## src/rtl/calc1_sched.sv

```systemverilog
// Request scheduler for the calc1 datapath: per-port command FSMs, independent
// round-robin arbiters for the adder and shifter, and fixed-latency retire pipelines.
module calc1_sched #(
  parameter int unsigned ALU_LAT = 2
) (
  input  logic        c_clk,
  input  logic        reset,
  input  logic [0:15] hold_prio_req,
  output logic [0:3]  prio_alu1_in_cmd,
  output logic [0:1]  prio_alu1_in_req_id,
  output logic [0:3]  prio_alu2_in_cmd,
  output logic [0:1]  prio_alu2_in_req_id,
  output logic        prio_alu1_out_vld,
  output logic [0:1]  prio_alu1_out_req_id,
  output logic        prio_alu2_out_vld,
  output logic [0:1]  prio_alu2_out_req_id,
  output logic        inv_vld,
  output logic [0:1]  inv_req_id,
  output logic [0:3]  drop_err
);

  typedef enum logic [1:0] {StIdle, StPend, StBusy} st_e;

  st_e        r_st [4];
  st_e        w_st_d [4];
  logic [3:0] r_cmd [4];
  logic [3:0] w_cmd_d [4];
  logic [3:0] w_req [4];
  logic [1:0] r_rr1, r_rr2;
  logic [3:0] w_el1, w_el2, w_elinv, w_ret;
  logic [0:3] w_drop, r_drop;
  logic [2:0] w_pick1, w_pick2, w_pickinv;

  logic [3:0] r_a1_cmd, r_a2_cmd;
  logic [1:0] r_a1_id, r_a2_id;
  logic       r_inv_vld;
  logic [1:0] r_inv_id;
  logic [ALU_LAT-1:0]       r_p1_vld, r_p2_vld;
  logic [ALU_LAT-1:0][1:0]  r_p1_id, r_p2_id;

  logic       w_o1_vld, w_o2_vld;
  logic [1:0] w_o1_id, w_o2_id;

  assign w_o1_vld = r_p1_vld[ALU_LAT-1];
  assign w_o2_vld = r_p2_vld[ALU_LAT-1];
  assign w_o1_id  = r_p1_id[ALU_LAT-1];
  assign w_o2_id  = r_p2_id[ALU_LAT-1];

  // Returns {found, port}; scanning downward leaves the port nearest ptr as winner.
  function automatic logic [2:0] rr_pick(input logic [3:0] el, input logic [1:0] ptr);
    logic [1:0] idx;
    rr_pick = 3'b000;
    for (int k = 3; k >= 0; k--) begin
      idx = ptr + 2'(k);
      if (el[idx]) rr_pick = {1'b1, idx};
    end
  endfunction

  always_comb begin
    for (int n = 0; n < 4; n++) begin
      w_req[n]   = hold_prio_req[4*n +: 4];
      w_el1[n]   = (r_st[n] == StPend) && (r_cmd[n] == 4'd1 || r_cmd[n] == 4'd2);
      w_el2[n]   = (r_st[n] == StPend) && (r_cmd[n] == 4'd5 || r_cmd[n] == 4'd6);
      w_elinv[n] = (r_st[n] == StPend) && !(w_el1[n] || w_el2[n]);
      w_ret[n]   = (w_o1_vld && w_o1_id == 2'(n)) || (w_o2_vld && w_o2_id == 2'(n));
    end
  end

  assign w_pick1   = rr_pick(w_el1, r_rr1);
  assign w_pick2   = rr_pick(w_el2, r_rr2);
  assign w_pickinv = rr_pick(w_elinv, 2'd0);

  always_comb begin
    for (int n = 0; n < 4; n++) begin
      w_st_d[n]  = r_st[n];
      w_cmd_d[n] = r_cmd[n];
      w_drop[n]  = 1'b0;
      unique case (r_st[n])
        StIdle: begin
          if (w_req[n] != 4'd0) begin
            w_cmd_d[n] = w_req[n];
            w_st_d[n]  = StPend;
          end
        end
        StPend: begin
          w_drop[n] = (w_req[n] != 4'd0);
          if ((w_pick1[2] && w_pick1[1:0] == 2'(n)) || (w_pick2[2] && w_pick2[1:0] == 2'(n))) begin
            w_st_d[n] = StBusy;
          end else if (w_pickinv[2] && w_pickinv[1:0] == 2'(n)) begin
            w_st_d[n] = StIdle;
          end
        end
        StBusy: begin
          if (w_ret[n]) begin
            if (w_req[n] != 4'd0) begin
              w_cmd_d[n] = w_req[n];
              w_st_d[n]  = StPend;
            end else begin
              w_st_d[n] = StIdle;
            end
          end else begin
            w_drop[n] = (w_req[n] != 4'd0);
          end
        end
        default: w_st_d[n] = StIdle;
      endcase
    end
  end

  always_ff @(posedge c_clk) begin
    if (reset) begin
      for (int n = 0; n < 4; n++) begin
        r_st[n]  <= StIdle;
        r_cmd[n] <= 4'd0;
      end
      r_rr1     <= 2'd0;
      r_rr2     <= 2'd0;
      r_drop    <= '0;
      r_a1_cmd  <= 4'd0;
      r_a1_id   <= 2'd0;
      r_a2_cmd  <= 4'd0;
      r_a2_id   <= 2'd0;
      r_inv_vld <= 1'b0;
      r_inv_id  <= 2'd0;
      r_p1_vld  <= '0;
      r_p1_id   <= '0;
      r_p2_vld  <= '0;
      r_p2_id   <= '0;
    end else begin
      for (int n = 0; n < 4; n++) begin
        r_st[n]  <= w_st_d[n];
        r_cmd[n] <= w_cmd_d[n];
      end
      r_drop    <= w_drop;
      r_a1_cmd  <= w_pick1[2] ? r_cmd[w_pick1[1:0]] : 4'd0;
      r_a1_id   <= w_pick1[1:0];
      r_rr1     <= w_pick1[2] ? w_pick1[1:0] + 2'd1 : r_rr1;
      r_a2_cmd  <= w_pick2[2] ? r_cmd[w_pick2[1:0]] : 4'd0;
      r_a2_id   <= w_pick2[1:0];
      r_rr2     <= w_pick2[2] ? w_pick2[1:0] + 2'd1 : r_rr2;
      r_inv_vld <= w_pickinv[2];
      r_inv_id  <= w_pickinv[1:0];
      // Pipelines are fed from the registered issue, so out_vld lands ALU_LAT after in_cmd.
      r_p1_vld[0] <= (r_a1_cmd != 4'd0);
      r_p1_id[0]  <= r_a1_id;
      r_p2_vld[0] <= (r_a2_cmd != 4'd0);
      r_p2_id[0]  <= r_a2_id;
      for (int k = 1; k < int'(ALU_LAT); k++) begin
        r_p1_vld[k] <= r_p1_vld[k-1];
        r_p1_id[k]  <= r_p1_id[k-1];
        r_p2_vld[k] <= r_p2_vld[k-1];
        r_p2_id[k]  <= r_p2_id[k-1];
      end
    end
  end

  assign prio_alu1_in_cmd     = r_a1_cmd;
  assign prio_alu1_in_req_id  = r_a1_id;
  assign prio_alu2_in_cmd     = r_a2_cmd;
  assign prio_alu2_in_req_id  = r_a2_id;
  assign prio_alu1_out_vld    = w_o1_vld;
  assign prio_alu1_out_req_id = w_o1_id;
  assign prio_alu2_out_vld    = w_o2_vld;
  assign prio_alu2_out_req_id = w_o2_id;
  assign inv_vld              = r_inv_vld;
  assign inv_req_id           = r_inv_id;
  assign drop_err             = r_drop;

endmodule

```

## config.mk

```make
export PLATFORM = sky130hd
export DESIGN_NAME = calc1_sched
export DESIGN_NICKNAME = d
export VERILOG_FILES = /design/src/rtl/calc1_sched.sv
export SDC_FILE = /design/constraint.sdc
export NUM_CORES = 1
export LEC_CHECK = 0
export BUFFER_PORTS_ARGS = -buffer_cell sky130_fd_sc_hd__buf_2
export CAP_MARGIN = 20
export CORE_MARGIN = 2
export CORE_UTILIZATION = 30
export CTS_CLUSTER_SIZE = 24
export DETAILED_ROUTE_END_ITERATION = 8
export PLACE_DENSITY = 0.55
export SETUP_SLACK_MARGIN = 0.3
export SKIP_LAST_GASP = 1
export SYNTH_ARGS = -nofsm -noshare
export SYNTH_HDL_FRONTEND = slang
export SYNTH_SLANG_ARGS = --single-unit
```

## constraint.sdc

```tcl
create_clock -name c_clk -period 5 [get_ports c_clk]
set_clock_uncertainty 0.05 [all_clocks]
set_input_delay 0.25 -clock c_clk [delete_from_list [all_inputs] [get_ports c_clk]]
set_output_delay 0.25 -clock c_clk [all_outputs]
set_load 0.05 [all_outputs]
```

* Word-level counts from Yosys, hierarchy flattened
Memories as Yosys holds them, arrays and structs flattened. A register that Yosys moved wholly into a read port is not among the register bits.
Index checks and enable logic that the tools add are counted.
** Storage, ports and cells
- Bits in registers :: 27
- Latch bits :: 0
- Memory bits (writable) :: 24
- Memory bits (read-only) :: 0
- Input bits :: 18
- Output and inout bits :: 25
- Logic and storage cells :: 236
- Memories kept :: 2
** Operators by class
- Add/subtract/negate cells :: 8
- $mul :: 0
- Div/mod/pow operators :: 0
- $lt $le $gt $ge :: 8
- Equality and inequality tests :: 39
- Shifts and indexed selects :: 0
- Mux-type cells :: 83
- Bitwise operators :: 10
- Reduce and logical (&&, ||, !) cells :: 73
** Memory list
- r_cmd :: depth 4, bits a word 4, read ports 6, clocked after Yosys merged registers in 2, wr ports 4, RTL line 26 : logic [3:0] r_cmd [4];
- r_st :: depth 4, bits a word 2, read ports 4, clocked after Yosys merged registers in 0, wr ports 4, RTL line 24 : st_e r_st [4];
** Operators with widths (number)
- 2-to-1 mux 4 bit :: 12
- 2-to-1 mux 2 bit :: 20
- 2-to-1 mux 3 bit :: 12
- == test 4 x 3 -> 1 bit (second input constant) :: 8
- logical AND 1 bit :: 32
- case mux 4 bit (2 select lines) :: 4
- == test 2 bit (second input constant) :: 14
- less-than comparator 2 x 3 -> 1 bit (second input constant) :: 8
- case mux 2 bit (3 select lines) :: 4
- nonzero test 4 bit :: 6
- logical OR 1 bit :: 20
- 2-to-1 mux 1 bit :: 19
- == test 2 x 1 -> 1 bit (second input constant) :: 9
- zero test 2 bit :: 9
- binary-select mux 1 bit (select 2 bit) :: 8
- == test 4 x 1 -> 1 bit (second input constant) :: 4
- == test 4 x 2 -> 1 bit (second input constant) :: 4
- adder 2 x 1 -> 2 bit (second input constant) :: 4
- adder 2 bit (second input constant) :: 4
- bitwise OR 1 bit :: 8
- case mux 1 bit (2 select lines) :: 4
- zero test 1 bit :: 4
- OR reduction 2 bit :: 2
- NOT 1 bit :: 2

* Depth between registers and ports, before layout
Gate-level depths: netlist of run 1.
An unclocked memory read counts as a cell.
- Word-level depth :: 17
- Gate-level depth with buffers :: 10
- Mapped depth without buffers :: 8

* Worst setup path before layout of run 1
Ideal clock, no wire load.
- Path kind :: reg-to-reg
- Start :: memory r_st[1][1] (netlist bit)
- End :: register r_a1_cmd[1] (netlist: prio_alu1_in_cmd[2]), read port of r_cmd
- Library setup time :: 0.075 ns
- Arrival :: 2.183 ns
- Setup slack :: 2.693 ns
- Stages on the path, launching flop included :: 10
- Period minus slack after synthesis :: 2.307 ns
- Cells stage by stage :: dfxtp_1 -> inv_1 -> ha_1 -> or4b_1 -> buf_2 -> a221oi_2 -> o2bb2a_1 -> buf_6 -> mux2_2 -> o22ai_1
** RTL lines
- start: declaration :: RTL line 24
- end: declaration :: RTL line 34 : logic [3:0] r_a1_cmd, r_a2_cmd;

==> results of run 1 <==
## metrics by stage
| stage | cell area [sq um] | utilization (%) |
|---|---|---|
| global route | 3760 | 35.0 |
| finish | 3760 | 35.0 |
| floorplan | 3270 | - |
| detailed placement | 3540 | 32.9 |
| CTS | 3750 | 34.9 |
| global placement | 3530 | 32.9 |
## flip-flops by register name, summed over array words and instances, names as in the netlist, 4 cells and up
register and count:
r_cmd 16, drop_err 4, prio_alu2_in_cmd 4, r_st 8, prio_alu1_in_cmd 4
## cell usage in the layout, fill, tap and decap left out, types with 4 or more instances in the layout
cell type	synthesis	routed
dfxtp_1	59	59
buf_2	3	44
nor2_1	39	39
nand2_1	19	19
inv_1	17	17
a21oi_1	17	17
mux2i_1	17	17
ha_1	16	16
nor3_1	15	15
o21ai_0	14	14
nor2b_1	12	12
clkbuf_8	0	10
nor4_1	9	9
o211ai_1	8	8
nand3_1	8	8
a211oi_1	7	7
nand2b_1	6	6
o22ai_1	6	6
nand3b_1	5	5
a31oi_1	5	5
a311oi_1	5	5
nor4b_1	5	5
xnor2_1	4	4
nand4_1	4	4
o31ai_1	4	4
and2_1	4	4
## per-layer routing
layer | up-vias | share of wire, %
met5 | - | 0
met4 | 0 | 2.4
met3 | 12 | 3.7
met2 | 75 | 48
met1 | 1352 | 46
li1 | 1465 | -
## report_power, final
| part | total, W | leakage (nW) | internal [W] | switching (W) |
|---|---|---|---|---|
| combinational | 0.000654 | 0.932 | 0.000244 | 0.000411 |
| sequential | 0.000626 | 0.484 | 0.000546 | 0.0000804 |
| clock | 0.000488 | 0.111 | 0.000295 | 0.000194 |
## how the worst min path moves through the flow
stage | start | end | slack (ps) | cells past startpoint
CTS | hold_prio_req[3] | r_cmd[0][0] | 90 | 3
floorplan | hold_prio_req[8] | r_cmd[2][3] | 340 | 2
global placement | r_p1_id[0] | prio_alu1_out_req_id[1] | 370 | 1
detailed placement | r_p1_id[0] | prio_alu1_out_req_id[1] | 370 | 1
finish | hold_prio_req[3] | r_cmd[0][0] | 110 | 3
global route | hold_prio_req[2] | r_cmd[0][1] | 110 | 3
## logic make-up (layout without fill, tap and decap cells)
logic type | after synthesis | in the layout | share of synthesized area [%]
xor+xnor | 6 | 6 | 1.84
simple gates | 145 | 145 | 24.3
other cells | 1 | 3 | 0.115
mux | 20 | 20 | 6.25
compound gates | 90 | 90 | 19.3
fa+ha+maj | 16 | 16 | 6.14
buf+inv | 42 | 78 | 5.87
flops | 59 | 59 | 36.2
## area by class of cell
| type | count | share of cell area (%) |
|---|---|---|
| multi-input combinational | 280 | 50.4 |
| clock buffer | 12 | 3.86 |
| tap | 140 | 4.66 |
| sequential | 59 | 31.4 |
| inverter | 18 | 1.80 |
| clock inverter | 4 | 1.96 |
| timing repair buffer | 44 | 5.86 |
## synthesized netlist by cell type, types with 7 or more instances
master and instances:
nor2_1 39, nor4_1 9, o21ai_0 14, o211ai_1 8, dfxtp_1 59, inv_1 17, mux2i_1 17, nand3_1 8
a211oi_1 7, ha_1 16, nor2b_1 12, nand2_1 19, a21oi_1 17, nor3_1 15, clkbuf_1 13
## worst max-delay path, delay by kind of cell, from the launching register on
| kind | cells | cell delay (ps) |
|---|---|---|
| flip-flops | 1 | 340 |
| buffers and inverters | 1 | 90 |
| adder cells (fa/ha/maj) | 1 | 300 |
| AND/OR/NAND/NOR | 2 | 800 |
| AO/OA/AOI/OAI | 3 | 660 |
| multiplexers | 1 | 290 |
==> impl_metrics.py, run 1 <==
metrics = {
    "clock_network": {
        "postCtsSetupBuffers": 0,
        "cts_resized": 0,
        "ctsHoldBuffers": 0,
        "cts.path.max_buffers": 2,
        "root_buffer": "clkbuf_8",
        "cts_made_buffers": 9,
        "clk_pin_slew_ps": 70,
        "ctsHtreeMaxLevel": 3,
        "cts_tree": "built",
        "cts.sinks": 59,
        "clk_latency_ps": 350,
    },
    "placed_design": {
        "place.detailed.hpwl_microns": 6440,
        "post-place-ws_ps": 2160,
        "port_buffers": 42,
        "dp.cells": 540,
        "place.gp.congestion": 0.827,
    },
    "floorplan": {
        "rows": 38,
        "start_util_pct": 30.4,
        "die_w_microns": 108,
        "dieArea_sq_mm": 0.0117,
        "io_pins": 43,
        "die_h_microns": 108,
        "core_sq_mm": 0.0107,
    },
    "timing": {
        "rsz0062_at_grt": "no",
        "drv_slew": 0,
        "finalSetupTns_ps": 0,
        "tightest_slew_ps": 1050,
        "relSlewSlack_pct": 29.7,
        "max_freq_ghz": 0.378,
        "hold_violations": 0,
        "layout_min_cycle_time_ps": 2650,
        "holdWs_ps": 107,
        "finalCritPeriodShare_pct": 53.0,
        "setup_slack_ps": 2350,
        "setup_viol": 0,
    },
    "yosys": {
        "yosysSeqAreaShare_pct": 36.2,
        "yosysWarnings": 0,
        "synthFlopType": "dfxtp_1",
        "synth_area_leaders": "dfxtp_1, ha_1, mux2i_1",
        "synth.avg_cell_area_sq_um": 8.61,
        "ys_types": 61,
        "synthCells": 379,
        "async_reset_ff_share_pct": 0,
        "synth_edf_count": 0,
        "syn_area_sq_mm": 0.00326,
        "yosysTopAreaCell": "dfxtp_1",
        "ys_seq_elements": 59,
        "synth_top_area_share_pct": 36.2,
    },
    "detailed_routing": {
        "ant_nets": 0,
        "wl_microns": 8580,
        "routedWlPerCell_microns": 15.4,
        "dr_total_vias": 2904,
        "drt_iter0_drc": 175,
        "viasPerCell": 5.21,
        "drc_errors": 0,
        "drtPass1Iterations": 5,
    },
    "layout": {
        "drive_gt1_share_pct": 16.1,
        "areaGrowthSynthToFinish_pct": 15.3,
        "final_cells": 557,
        "diodes": 0,
        "seq_area_sq_mm": 0.00118,
        "multi_input_area_sq_mm": 0.00190,
        "nNetsFinal": 446,
        "n_fill_cell": 1139,
    },
    "run_status": {
        "status": "finished clean",
    },
    "critical_path": {
        "arrival_ps": 2830,
        "end_kind": "register",
        "cp.required_ps": 5180,
        "slowest_stage": "or3b_1",
        "crit_path_end": "r_st[1][0]",
        "crit_path_cell_trace": "inv_1, ha_1, or3b_1, nor3_1, o21ai_0, a22oi_1, a31oi_1, mux2_2",
        "r2r_slack_ps": 2350,
        "crit_type": "reg2reg",
        "r2r_start": "r_st[2][1]",
        "reg2reg_to": "r_st[1][0]",
        "slowest_delay_ps": 440,
        "crit_path_start_kind": "register",
        "critPathMaxFanout": 7,
        "reg2reg_depth": 8,
        "crit_start": "r_st[2][1]",
    },
    "grt": {
        "grt_overflow": 0,
        "grt.busiest_layer": "met2",
        "met1_usage_pct": 19.3,
        "antenna_found_initial": 0,
        "grt_pass1_vias": 2799,
        "grt_use_met2_pct": 25.8,
        "grt_start_max_net_pins": 58,
        "grt_pass1_wl_microns": 14000,
        "grt_usage_pct": 15.5,
        "use_met3_pct": 3.19,
    },
    "power_and_ir_drop": {
        "total_power_w": 0.00177,
        "leakage_nw": 1.53,
        "vdd_drop_max_mv": 0.186,
        "power_density_mw_per_mm2": 470,
    },
    "min_path": {
        "worstHoldPathType": "in2reg",
    },
    "flow_run": {
        "drv_cap": 0,
    },
}
(Power assumes the default switching activity.)
==> run 2, diff against run 1 <==
==> constraint.sdc (replaced) <==
create_clock -name c_clk -period 2.7 [get_ports c_clk]
set_clock_uncertainty 0.05 [all_clocks]
set_input_delay 0.135 -clock c_clk [delete_from_list [all_inputs] [get_ports c_clk]]
set_output_delay 0.135 -clock c_clk [all_outputs]
set_load 0.05 [all_outputs]
==> run 2 against run 1 <==
  * Via count rose by 5.3%
  * Wire length rose by 5.4%
  * Global-route usage rose by 0.43 points
  * Sequential share of layout area fell by 2.2 points
  * Worst hold slack got worse by 93 ps
  * Non-clock buffer count rose by 20
  * Register-to-register slack got worse by 2000 ps
  * First-iteration DRC count fell by 11%
  * Fmax rose by 12%
  * Critical path depth fell by 2
  * Sequential cell count did not move
  * Critical endpoint is now r_st[2][0]
==> impl_metrics.py, run 2 (synthesis results as in run 1) <==
metrics = {
    "run_status": {
        "status": "finished clean",
    },
    "timing": {
        "finalSetupTns_ps": 0,
        "layout_min_cycle_time_ps": 2360,
        "finalCritPeriodShare_pct": 87.2,
        "drv_slew": 0,
        "rsz0062_at_grt": "yes",
        "holdWs_ps": 14.5,
        "hold_violations": 0,
        "max_freq_ghz": 0.425,
        "relSlewSlack_pct": 38.7,
        "setup_viol": 0,
        "tightest_slew_ps": 919,
    },
    "grt": {
        "antenna_found_initial": 0,
        "grt_start_max_net_pins": 48,
        "grt_usage_pct": 15.9,
        "grt_pass1_vias": 2876,
        "grt_overflow": 0,
        "grt_pass1_wl_microns": 14300,
    },
    "critical_path": {
        "path_delay_family": "flip-flops",
        "end_kind": "register",
        "cp_num_buf_inv": 0,
        "slowest_stage": "dfxtp_1",
        "slowest_delay_ps": 570,
        "r2r_slack_ps": 340,
        "cp.required_ps": 2890,
        "critPathMaxFanout": 7,
        "arrival_ps": 2540,
        "crit_path_cell_trace": "xnor2_1, or3_1, a22oi_1, o32ai_1, a21oi_1, mux2_2",
        "crit_path_start_kind": "register",
        "crit_type": "reg2reg",
    },
    "power_and_ir_drop": {
        "power.share.clock_pct": 26.2,
        "p_int_w": 0.00209,
        "p_switching_w": 0.00133,
        "power_density_mw_per_mm2": 845,
        "seq_power_share_pct": 34.3,
        "leakage_nw": 1.63,
        "comb_power_share_pct": 39.5,
        "total_power_w": 0.00342,
        "sw_frac_of_total_pct": 38.8,
        "vdd_drop_max_mv": 0.384,
    },
    "clock_network": {
        "cts.sinks": 59,
        "clk_latency_ps": 340,
        "clk_pin_slew_ps": 70,
        "cts_tree": "built",
        "cts_made_buffers": 9,
        "cts.path.max_buffers": 2,
        "root_buffer": "clkbuf_8",
        "ctsHtreeMaxLevel": 3,
    },
    "floorplan": {
        "rows": 38,
        "dieArea_sq_mm": 0.0117,
        "io_pins": 43,
        "die_h_microns": 108,
        "start_util_pct": 30.4,
        "core_sq_mm": 0.0107,
        "die_w_microns": 108,
    },
    "layout": {
        "final_util_pct": 37.6,
        "reg_top3": "r_cmd (16), r_st (8)",
        "largest_register": "r_cmd",
        "areaGrowthSynthToFinish_pct": 23.9,
        "diodes": 0,
        "nNetsFinal": 466,
        "final_cell_mix": "dfxtp_1, buf_2, nor2_1",
        "final_common_cell": "dfxtp_1",
        "drive_gt1_share_pct": 22.2,
        "largest_reg_flops": 16,
    },
    "detailed_routing": {
        "met3_length_microns": 460,
        "wl_microns": 9040,
        "wl_met1_microns": 4010,
        "viasPerCell": 5.31,
        "route.met2.wl_microns": 4340,
        "top_layer": "met4",
        "drtPass1Iterations": 4,
        "routedWlPerCell_microns": 15.7,
        "ant_nets": 0,
        "dr_total_vias": 3057,
        "drt_iter0_drc": 155,
        "drc_errors": 0,
    },
    "placed_design": {
        "place.detailed.hpwl_microns": 6690,
        "place.gp.congestion": 0.825,
        "port_buffers": 42,
    },
    "flow_run": {
        "drv_cap": 0,
    },
    "min_path": {
        "worstHoldPathType": "in2reg",
    },
}
[run 2: cell count changes in the layout (fill, tap and decap cells not counted), sizes merged]
cell and delta:
buf +10, dlygate4sd3 +10, clkbuf -2, clkinvlp +1
[run 2: per-layer routing]
metal  vias up  GRT usage, %
li1       1497             -
met1      1462          19.8
met2        79          25.9
met3        19          3.86
met4         0          7.14
met5         -             0
[run 2: final timing paths]
check	start	end	cells past startpoint
setup reg to reg	r_cmd[0][0]	r_st[2][0]	6
hold reg to reg	r_p1_id[0]	prio_alu1_out_req_id[1]	1
hold / removal	hold_prio_req[2]	r_cmd[0][1]	3
setup / recovery	r_cmd[0][0]	r_st[2][0]	6
[run 2: cell type report]
class | count | area (sq um)
Tap cell | 140 | 175
Timing Repair Buffer | 64 | 400
Sequential cell | 59 | 1180
Clock buffer | 10 | 138
Inverter | 18 | 67.6
Clock inverter | 5 | 77.6
Fill cell | 1141 | 6700
Multi-Input combinational cell | 280 | 2000
[run 2: through the flow]
stage / setup WS, ps / cell area (sq um) / cells
global placement: 302 / 3620 / 551
global route: 246 / 4040 / 576
finish: 345 / 4040 / 576
CTS: 301 / 3940 / 576
floorplan: 393 / 3270 / 381
detailed placement: 202 / 3620 / 551
[run 2: what timing repair did]
action | in CTS | in global routing
hold buffers | 10 | 0
endpoints found under the hold margin | 10 | 0
resized for setup | 2 | 22
setup endpoints to repair | 3 | 12
setup buffers | 0 | 0
pin swaps | 0 | 0
[run 2: power by group through the flow]
stage | sequential (W) | clock, W | combinational, W
global route | 0.00119 | 0.000967 | 0.00148
finish | 0.00117 | 0.000896 | 0.00135
global placement | 0.00118 | 0 | 0.00125
floorplan | 0.00125 | 0 | 0.000859
detailed placement | 0.00118 | 0 | 0.00126
CTS | 0.00116 | 0.000921 | 0.00128
[run 2: worst reg2reg max path: stages (launching register included)]
cell and delay [ps]:
dfxtp_1 570, xnor2_1 230, or3_1 480, a22oi_1 190, o32ai_1 160, a21oi_1 220, mux2_2 350
